File: src/rtl/wb_arbiter.sv
// Register-file write-port arbiter: the pipeline has absolute priority, and
// multi-cycle unit results wait in a small FIFO that decode can bypass from.
module wb_arbiter #(
  parameter int unsigned DEPTH = 2
) (
  input  logic        clk,
  input  logic        rst,
  input  logic        pipe_we,
  input  logic [4:0]  pipe_waddr,
  input  logic [31:0] pipe_wdata,
  input  logic        div_valid,
  input  logic [4:0]  div_waddr,
  input  logic [31:0] div_wdata,
  output logic        div_ready,
  output logic        rf_we,
  output logic [4:0]  rf_waddr,
  output logic [31:0] rf_wdata,
  input  logic [4:0]  q_addr1,
  input  logic [4:0]  q_addr2,
  output logic        q_hit1,
  output logic        q_hit2,
  output logic [31:0] q_data1,
  output logic [31:0] q_data2,
  output logic        stall_req
);

  // Storage is sized for the largest legal DEPTH; only DEPTH slots are used.
  localparam int unsigned MAXD = 4;
  localparam int unsigned PW   = 2;
  localparam int unsigned CW   = 3;

  logic [MAXD-1:0] valid_q, valid_d;
  logic [4:0]      waddr_q [MAXD];
  logic [4:0]      waddr_d [MAXD];
  logic [31:0]     wdata_q [MAXD];
  logic [31:0]     wdata_d [MAXD];
  logic [PW-1:0]   head_q, head_d, tail_q, tail_d;
  logic [CW-1:0]   count_q, count_d;

  logic          push, pop, squash, push_valid;
  logic [PW-1:0] idx;

  function automatic logic [PW-1:0] nxt(input logic [PW-1:0] p);
    return (32'(p) == DEPTH - 1) ? PW'(0) : p + PW'(1);
  endfunction

  // Write-port arbitration, handshake and FIFO next state.
  always_comb begin
    div_ready  = !rst && (count_q < CW'(DEPTH));
    stall_req  = !rst && (count_q == CW'(DEPTH));
    push       = div_valid && div_ready;
    pop        = !rst && !pipe_we && (count_q != '0);
    squash     = !rst && pipe_we && (pipe_waddr != '0);
    push_valid = (div_waddr != '0) && !(squash && (pipe_waddr == div_waddr));

    rf_we    = 1'b0;
    rf_waddr = '0;
    rf_wdata = '0;
    if (!rst) begin
      if (pipe_we) begin
        rf_we    = 1'b1;
        rf_waddr = pipe_waddr;
        rf_wdata = pipe_wdata;
      end else if (pop && valid_q[head_q]) begin
        rf_we    = 1'b1;
        rf_waddr = waddr_q[head_q];
        rf_wdata = wdata_q[head_q];
      end
    end

    valid_d = valid_q;
    waddr_d = waddr_q;
    wdata_d = wdata_q;
    head_d  = head_q;
    tail_d  = tail_q;
    count_d = count_q;

    // A younger pipeline write makes any pending result to that register stale.
    if (squash) begin
      for (int i = 0; i < int'(MAXD); i++) begin
        if (waddr_q[i] == pipe_waddr) valid_d[i] = 1'b0;
      end
    end
    if (pop) begin
      valid_d[head_q] = 1'b0;
      head_d          = nxt(head_q);
    end
    if (push) begin
      valid_d[tail_q] = push_valid;
      waddr_d[tail_q] = div_waddr;
      wdata_d[tail_q] = div_wdata;
      tail_d          = nxt(tail_q);
    end
    case ({push, pop})
      2'b10:   count_d = count_q + CW'(1);
      2'b01:   count_d = count_q - CW'(1);
      default: count_d = count_q;
    endcase
  end

  // Bypass lookup: walk oldest to youngest so the youngest match wins.
  always_comb begin
    q_hit1  = 1'b0;
    q_hit2  = 1'b0;
    q_data1 = '0;
    q_data2 = '0;
    idx     = '0;
    if (!rst) begin
      for (int i = 0; i < int'(MAXD); i++) begin
        if (i < int'(DEPTH) && i < int'(count_q)) begin
          idx = PW'((int'(head_q) + i) % int'(DEPTH));
          if (valid_q[idx] && q_addr1 != '0 && waddr_q[idx] == q_addr1) begin
            q_hit1  = 1'b1;
            q_data1 = wdata_q[idx];
          end
          if (valid_q[idx] && q_addr2 != '0 && waddr_q[idx] == q_addr2) begin
            q_hit2  = 1'b1;
            q_data2 = wdata_q[idx];
          end
        end
      end
    end
  end

  always_ff @(posedge clk) begin
    if (rst) begin
      valid_q <= '0;
      head_q  <= '0;
      tail_q  <= '0;
      count_q <= '0;
      for (int i = 0; i < int'(MAXD); i++) begin
        waddr_q[i] <= '0;
        wdata_q[i] <= '0;
      end
    end else begin
      valid_q <= valid_d;
      head_q  <= head_d;
      tail_q  <= tail_d;
      count_q <= count_d;
      for (int i = 0; i < int'(MAXD); i++) begin
        waddr_q[i] <= waddr_d[i];
        wdata_q[i] <= wdata_d[i];
      end
    end
  end

endmodule

File: config.mk
export PLATFORM = sky130hd
export DESIGN_NAME = wb_arbiter
export DESIGN_NICKNAME = d
export VERILOG_FILES = /design/src/rtl/wb_arbiter.sv
export SDC_FILE = /design/constraint.sdc
export NUM_CORES = 1
export LEC_CHECK = 0
export ABC_AREA = 1
export ABC_CLOCK_PERIOD_IN_PS = 2170
export CAP_MARGIN = 5
export CORE_MARGIN = 1.5
export CORE_UTILIZATION = 52
export DETAILED_ROUTE_END_ITERATION = 12
export PLACE_DENSITY = 0.77
export SYNTH_ARGS = -nofsm -noshare
export SYNTH_HDL_FRONTEND = slang
export SYNTH_SLANG_ARGS = --single-unit
File: constraint.sdc
create_clock -name clk -period 2.17 [get_ports clk]
set_input_delay 0.3255 -clock clk [delete_from_list [all_inputs] [get_ports clk]]
set_output_delay 0.3255 -clock clk [all_outputs]
set_load 0.005 [all_outputs]
-- Word level (Yosys, flattened, before mapping)
Index checks and enable logic that the tools add are counted.
- word-level logic and storage cells: 156
- input bits: 88
- bits in writable memories: 0
- register bits after elaboration: 159
- memories kept: 0
- bits in latches: 0
- memory bits (read-only): 0
- $mul: 0
- divide/modulo/power cells: 0
- shifts and indexed selects: 0
- bitwise operators: 7
- multiplexer cells: 74
- magnitude comparators: 14
- equal/unequal tests: 14
- add/subtract/negate cells: 5
- reduce and logical (&&, ||, !) cells: 30
- operators with widths (cell ; count):
    $mux W32 ; 20
    $bmux W32 S2 ; 3
    $bwmux W128 ; 1
    $demux W32 S2 ; 1
    $mux W5 ; 10
    $eq A5 B5 Y1 ; 9
    $bmux W5 S2 ; 3
    $mux W1 ; 23
    $logic_and A1 B1 Y1 ; 21
    $bwmux W20 ; 1
    $reduce_bool A5 Y1 ; 4
    $ge A3 B3 Y1 const B ; 4
    $mux W4 ; 3
    $demux W5 S2 ; 1
    $lt A2 B3 Y1 const B ; 3
    $not A2 Y3 ; 3
    $eq A2 B1 Y1 const B ; 3
    $lt A1 B3 Y1 const A ; 2
    $pmux W3 S2 ; 1
    $add A2 B1 Y2 const B ; 2
    $and A4 B4 Y4 ; 1
    $bmux W1 S2 ; 2
    $bwmux W4 ; 1
    $demux W1 S2 ; 2
    other kinds (16) ; 20

-- Depth between registers and ports, before layout
- depth after elaboration: 11
- mapped depth: 14
- gate-level depth less buffers: 12

-- Worst setup path before layout
OpenSTA, ideal clock, no wires.
- kind: register to output
- start point: register count_q[1]
- end point: output port q_data1[0]
- data required time: 1.845 ns
- cell stages (with the launch flop): 11
- setup slack: 0.192 ns
- arrival: 1.653 ns
- cell sequence: dfxtp_1 inv_1 ha_1 nand2_1 nand2_1 nor2_1 nand2_1 nor2_1 clkbuf_1 nand3_1 a21oi_1
- word-level cells in the longest chain between the ends: 5
- ends and longest elaborated chain (element ; line ; RTL):
    start: declaration ; 38 ; logic [CW-1:0] count_q, count_d;
    start signal: assignment ; 139 ; count_q <= count_d;
    $lt A1 B3 Y1 ; 110 ; if (i < int'(DEPTH) && i < int'(count_q)) begin
    $mux W32 ; 110 ;
    $mux W32 ; 112 ; if (valid_q[idx] && q_addr1 != '0 && waddr_q[idx] == q_addr1) begin
    $mux W32 * ; 110 ;
    $mux W32 * ; 108 ; if (!rst) begin
    end: declaration ; 22 ; output logic [31:0] q_data1,
Every way passes the cells marked *; elsewhere a longest branch is shown, timed or not.

-- Worst setup path after layout
- start point: register head_q[0]
- end point: output port q_data2[21]
- word-level cells in the longest chain between the ends: 11
- ends and longest elaborated chain (element ; line ; RTL):
    start: declaration ; 37 ; logic [PW-1:0] head_q, head_d, tail_q, tail_d;
    start signal: assignment ; 128 ; head_q <= '0;
    start signal: assignment ; 137 ; head_q <= head_d;
    $add A1 B1 Y1 or $not A1 Y3 (tied branches) ; 111, 116, 118 ;
    $and A1 B1 Y1 (no source line) or $bmux W5 S2 (tied branches) ; n/a ;
    $not A2 Y3 (not written as such) or $mux W5 (tied branches) ; 116, 118 ;
    $bmux W5 S2 or $mux W5 (tied branches) ; 116 ; if (valid_q[idx] && q_addr2 != '0 && waddr_q[idx] == q_addr2) begin
    $mux W5 (not written as such) or $eq A5 B5 Y1 (tied branches) ; 116 ;
    $mux W5 (not written as such) or $logic_and A1 B1 Y1 (tied branches) ; 116 ;
    $eq A5 B5 Y1 or $mux W32 (tied branches) ; 116 ;
    $logic_and A1 B1 Y1 or $mux W32 (tied branches) ; 116, 110 ;
    $mux W32 ; 116 ;
    $mux W32 * ; 110 ;
    $mux W32 * ; 108 ;
    end: declaration ; 23 ; output logic [31:0] q_data2,
Every way passes the cells marked *; elsewhere a longest branch is shown, timed or not. The select of a mux whose other input is x is not followed.

==> flow_summary.ini <==
[run_status]
status = finished, violations left
violations = setup timing

[floorplanning]
core_um2 = 17900
start_util_pct = 52.7
die_area_um2 = 19000
io_pins = 194
die-height_um = 138
die_w_um = 138
num_rows = 49

[power_and_ir_drop]
fin_total_pwr_mw = 8.65
comb_power_share_pct = 28.3
p_leak_nw = 6.22
clkPwrFrac_pct = 35.6
p_int_mw = 5.82
swShare_pct = 32.8
p_per_area_nw_per_um2 = 585
irDropWorstVdd_mv = 0.559
switchingPower_mw = 2.84
pwr-share-seq_pct = 36.1

[timing]
fin_hold_ws_ps = 279
grt_setup_unrepaired = true
tightestPinTransition_ps = 612
relSlewSlack_pct = 58.8
fmaxAchievable_mhz = 354
post-route-period-util_pct = 130
setup_viol = 104
slew_viol_final = 0
period_needed_ps = 2830
worst_clock_skew_ps = 9.56
finalHoldViolCount = 0
fin_ws_ps = -659

[routing]
route.met3.wl_um = 5830
drt_iter0_drc = 1592
wl_per_cell_um = 21.0
ant_nets = 0
first_pass_iters = 6
drc = 0
wl_met1_um = 16700
vias_per_cell = 6.18
num_vias = 12700
routed_wl_um = 42900
wl_met2_um = 18500
dr.max_layer_used = met4

[global_routing]
grt_usage_pct = 42.3
grt_pass1_vias = 11000
grt_pass1_wl_um = 61300
antenna_found_initial = 0
grt_max_degree = 157
gr-total-overflow = 0

[synthesis]
syn_avg_cell_area_um2 = 6.37
yosysUniqueCellTypes = 40
yosysWarnings = 0
synth-seq-cells = 159
async_flop_share_pct = 0
synth_flop_cell = dfxtp_1
yosysSeqAreaShare_pct = 33.7
synth_edf_count = 0
synthesis.area_um2 = 9440
syn_nets = 1575
synthCells = 1481

[job]
max-cap-violations = 0

[critical_path]
ff2ff_setup_slack_ps = 120
cp_max_fo = 8
r2r_end = count_q[2]$_SDFFE_PP0P_
end_kind = output port
worstPathArrival_ps = 2500
worstPathRequired_ps = 1840
cp-start-kind = flip-flop
cp-startpoint = head_q[0]$_SDFFE_PP0N_
critPathKind = flip-flop to output port
reg2reg_from = count_q[0]$_SDFFE_PP0P_
rr_worst_depth = 12

[worst_hold_path]
holdPathStages = 3
hold_end = count_q[0]$_SDFFE_PP0P_
hp-start = rst
hold_class = primary input to flip-flop

[clocking]
cts_root_buffer = clkbuf_16
htree_num_levels = 4
path_clk_slew_ps = 70
cts_buffers = 17
cts_tree = yes
clock-sinks = 159
clockBufferDepth = 2
clock_latency_ps = 440

[final_layout]
seqCellArea_um2 = 3190
insertedDiodeCount = 0
multiInputGateArea_um2 = 6380
nets = 1900
final-instance-count-excl-fill = 2048
fillers = 1124
final_util_pct = 82.7
drive_above_1_share_pct = 31.0
area_growth_pct = 56.8

[placement]
dp_hpwl_um = 24400
place.gp.congestion = 0.919
port_buffers = 193
numPlacedInstances = 1953
==> power groups by stage <==
stage	registers, mW	logic, mW	clock network (mW)
after floorplan	3.17	0.879	0
after global placement	3.17	1.87	0
after detailed placement	3.17	1.88	0
after CTS	3.12	2.18	3.08
after global routing	3.14	2.57	3.18
final	3.13	2.45	3.08
==> per-layer routing <==
metal	vias to the layer above	GRT usage [%]
li1	5626	-
met1	5854	60.1
met2	982	62.0
met3	198	10.0
met4	0	15.7
met5	-	0
==> worst max path at each step <==
stage,endpoint,slack [ps],depth (start not counted)
3_3_place_gp,q_data1[27],-640,12
4_1_cts,q_data2[16],-600,16
2_1_floorplan,q_data1[0],190,10
5_1_grt,q_data1[3],-720,14
6_report,q_data2[21],-660,12
3_5_place_dp,q_data1[31],-670,12
==> metrics by stage <==
step / setup TNS (ps) / worst slack [ps] / area, um2
4_1_cts: -49680 / -597 / 14300
5_1_grt: -57360 / -720 / 14800
2_1_floorplan: 0 / 192 / 9440
3_3_place_gp: -48560 / -635 / 12700
3_5_place_dp: -48600 / -667 / 12700
6_report: -50730 / -659 / 14800
==> cell usage after synthesis, drive strengths merged, types with 2 or more instances <==
cell / number / share of area [%]
inv: 88 / 3.5
clkinv: 3 / 0.12
o221ai: 2 / 0.19
o22ai: 31 / 2.1
xor2: 13 / 1.2
clkbuf: 78 / 3.1
ha: 6 / 0.80
o31ai: 31 / 2.5
nor3: 4 / 0.33
dfxtp: 159 / 34
nor2: 274 / 11
nand3: 155 / 8.7
a22oi: 4 / 0.32
o21ai: 239 / 13
nand4: 5 / 0.33
buf: 40 / 2.7
a21oi: 118 / 6.3
a21boi: 2 / 0.16
xnor2: 11 / 1.0
o211ai: 2 / 0.16
nand2: 210 / 8.5
==> worst max-delay path, cell delays in order, from the launching register on <==
cell	delay [ps]
dfxtp_4	390
buf_6	140
buf_4	150
o21ai_4	200
inv_2	80
nand2_2	80
nor2_4	50
buf_6	110
nand3_4	200
clkbuf_16	210
nand3_1	100
a21oi_1	200
buf_2	150
==> sequential cells by signal, summed over array words and instances, names as in the netlist <==
| name | count |
|---|---|
| head_q | 2 |
| count_q | 3 |
| waddr_q | 20 |
| tail_q | 2 |
| valid_q | 4 |
| wdata_q | 128 |
==> cell usage in the layout (no fill, tap or decap), types with 38 or more instances in the layout <==
master           instances
a21oi_1                 80
nand3_1                105
nand3_2                 43
inv_1                   79
dfxtp_1                156
clkdlybuf4s50_1         87
o21ai_0                199
nand2_1                181
buf_2                   97
a21oi_2                 38
buf_4                  153
nor2_1                 259
==> logic make-up after synthesis <==
logic type                 share of synthesized area [%]
DFF                                                 33.7
buffers and inverters                               9.38
adders and majority gates                          0.795
and+or+nand+nor                                     29.3
AOI/OAI and AO/OA                                   24.5
xor gates and xnor gates                            2.23
==> area by class of cell <==
cell class	instances	area share [%]
Inverter	91	2.37
Timing Repair Buffer	424	27.0
Clock buffer	17	2.87
Sequential cell	159	21.5
Tap cell	229	1.94
Clock inverter	15	1.19
Multi-Input combinational cell	1113	43.1
==> repair_timing <==
| action | CTS | global route |
|---|---|---|
| endpoints found under the setup margin | 105 | 104 |
| pin swaps | 75 | 61 |
| hold buffers | 0 | 0 |
| resized for setup | 556 | 173 |
| cloned | 16 | 6 |
| setup buffers | 37 | 18 |
(Power assumes the default switching activity.)
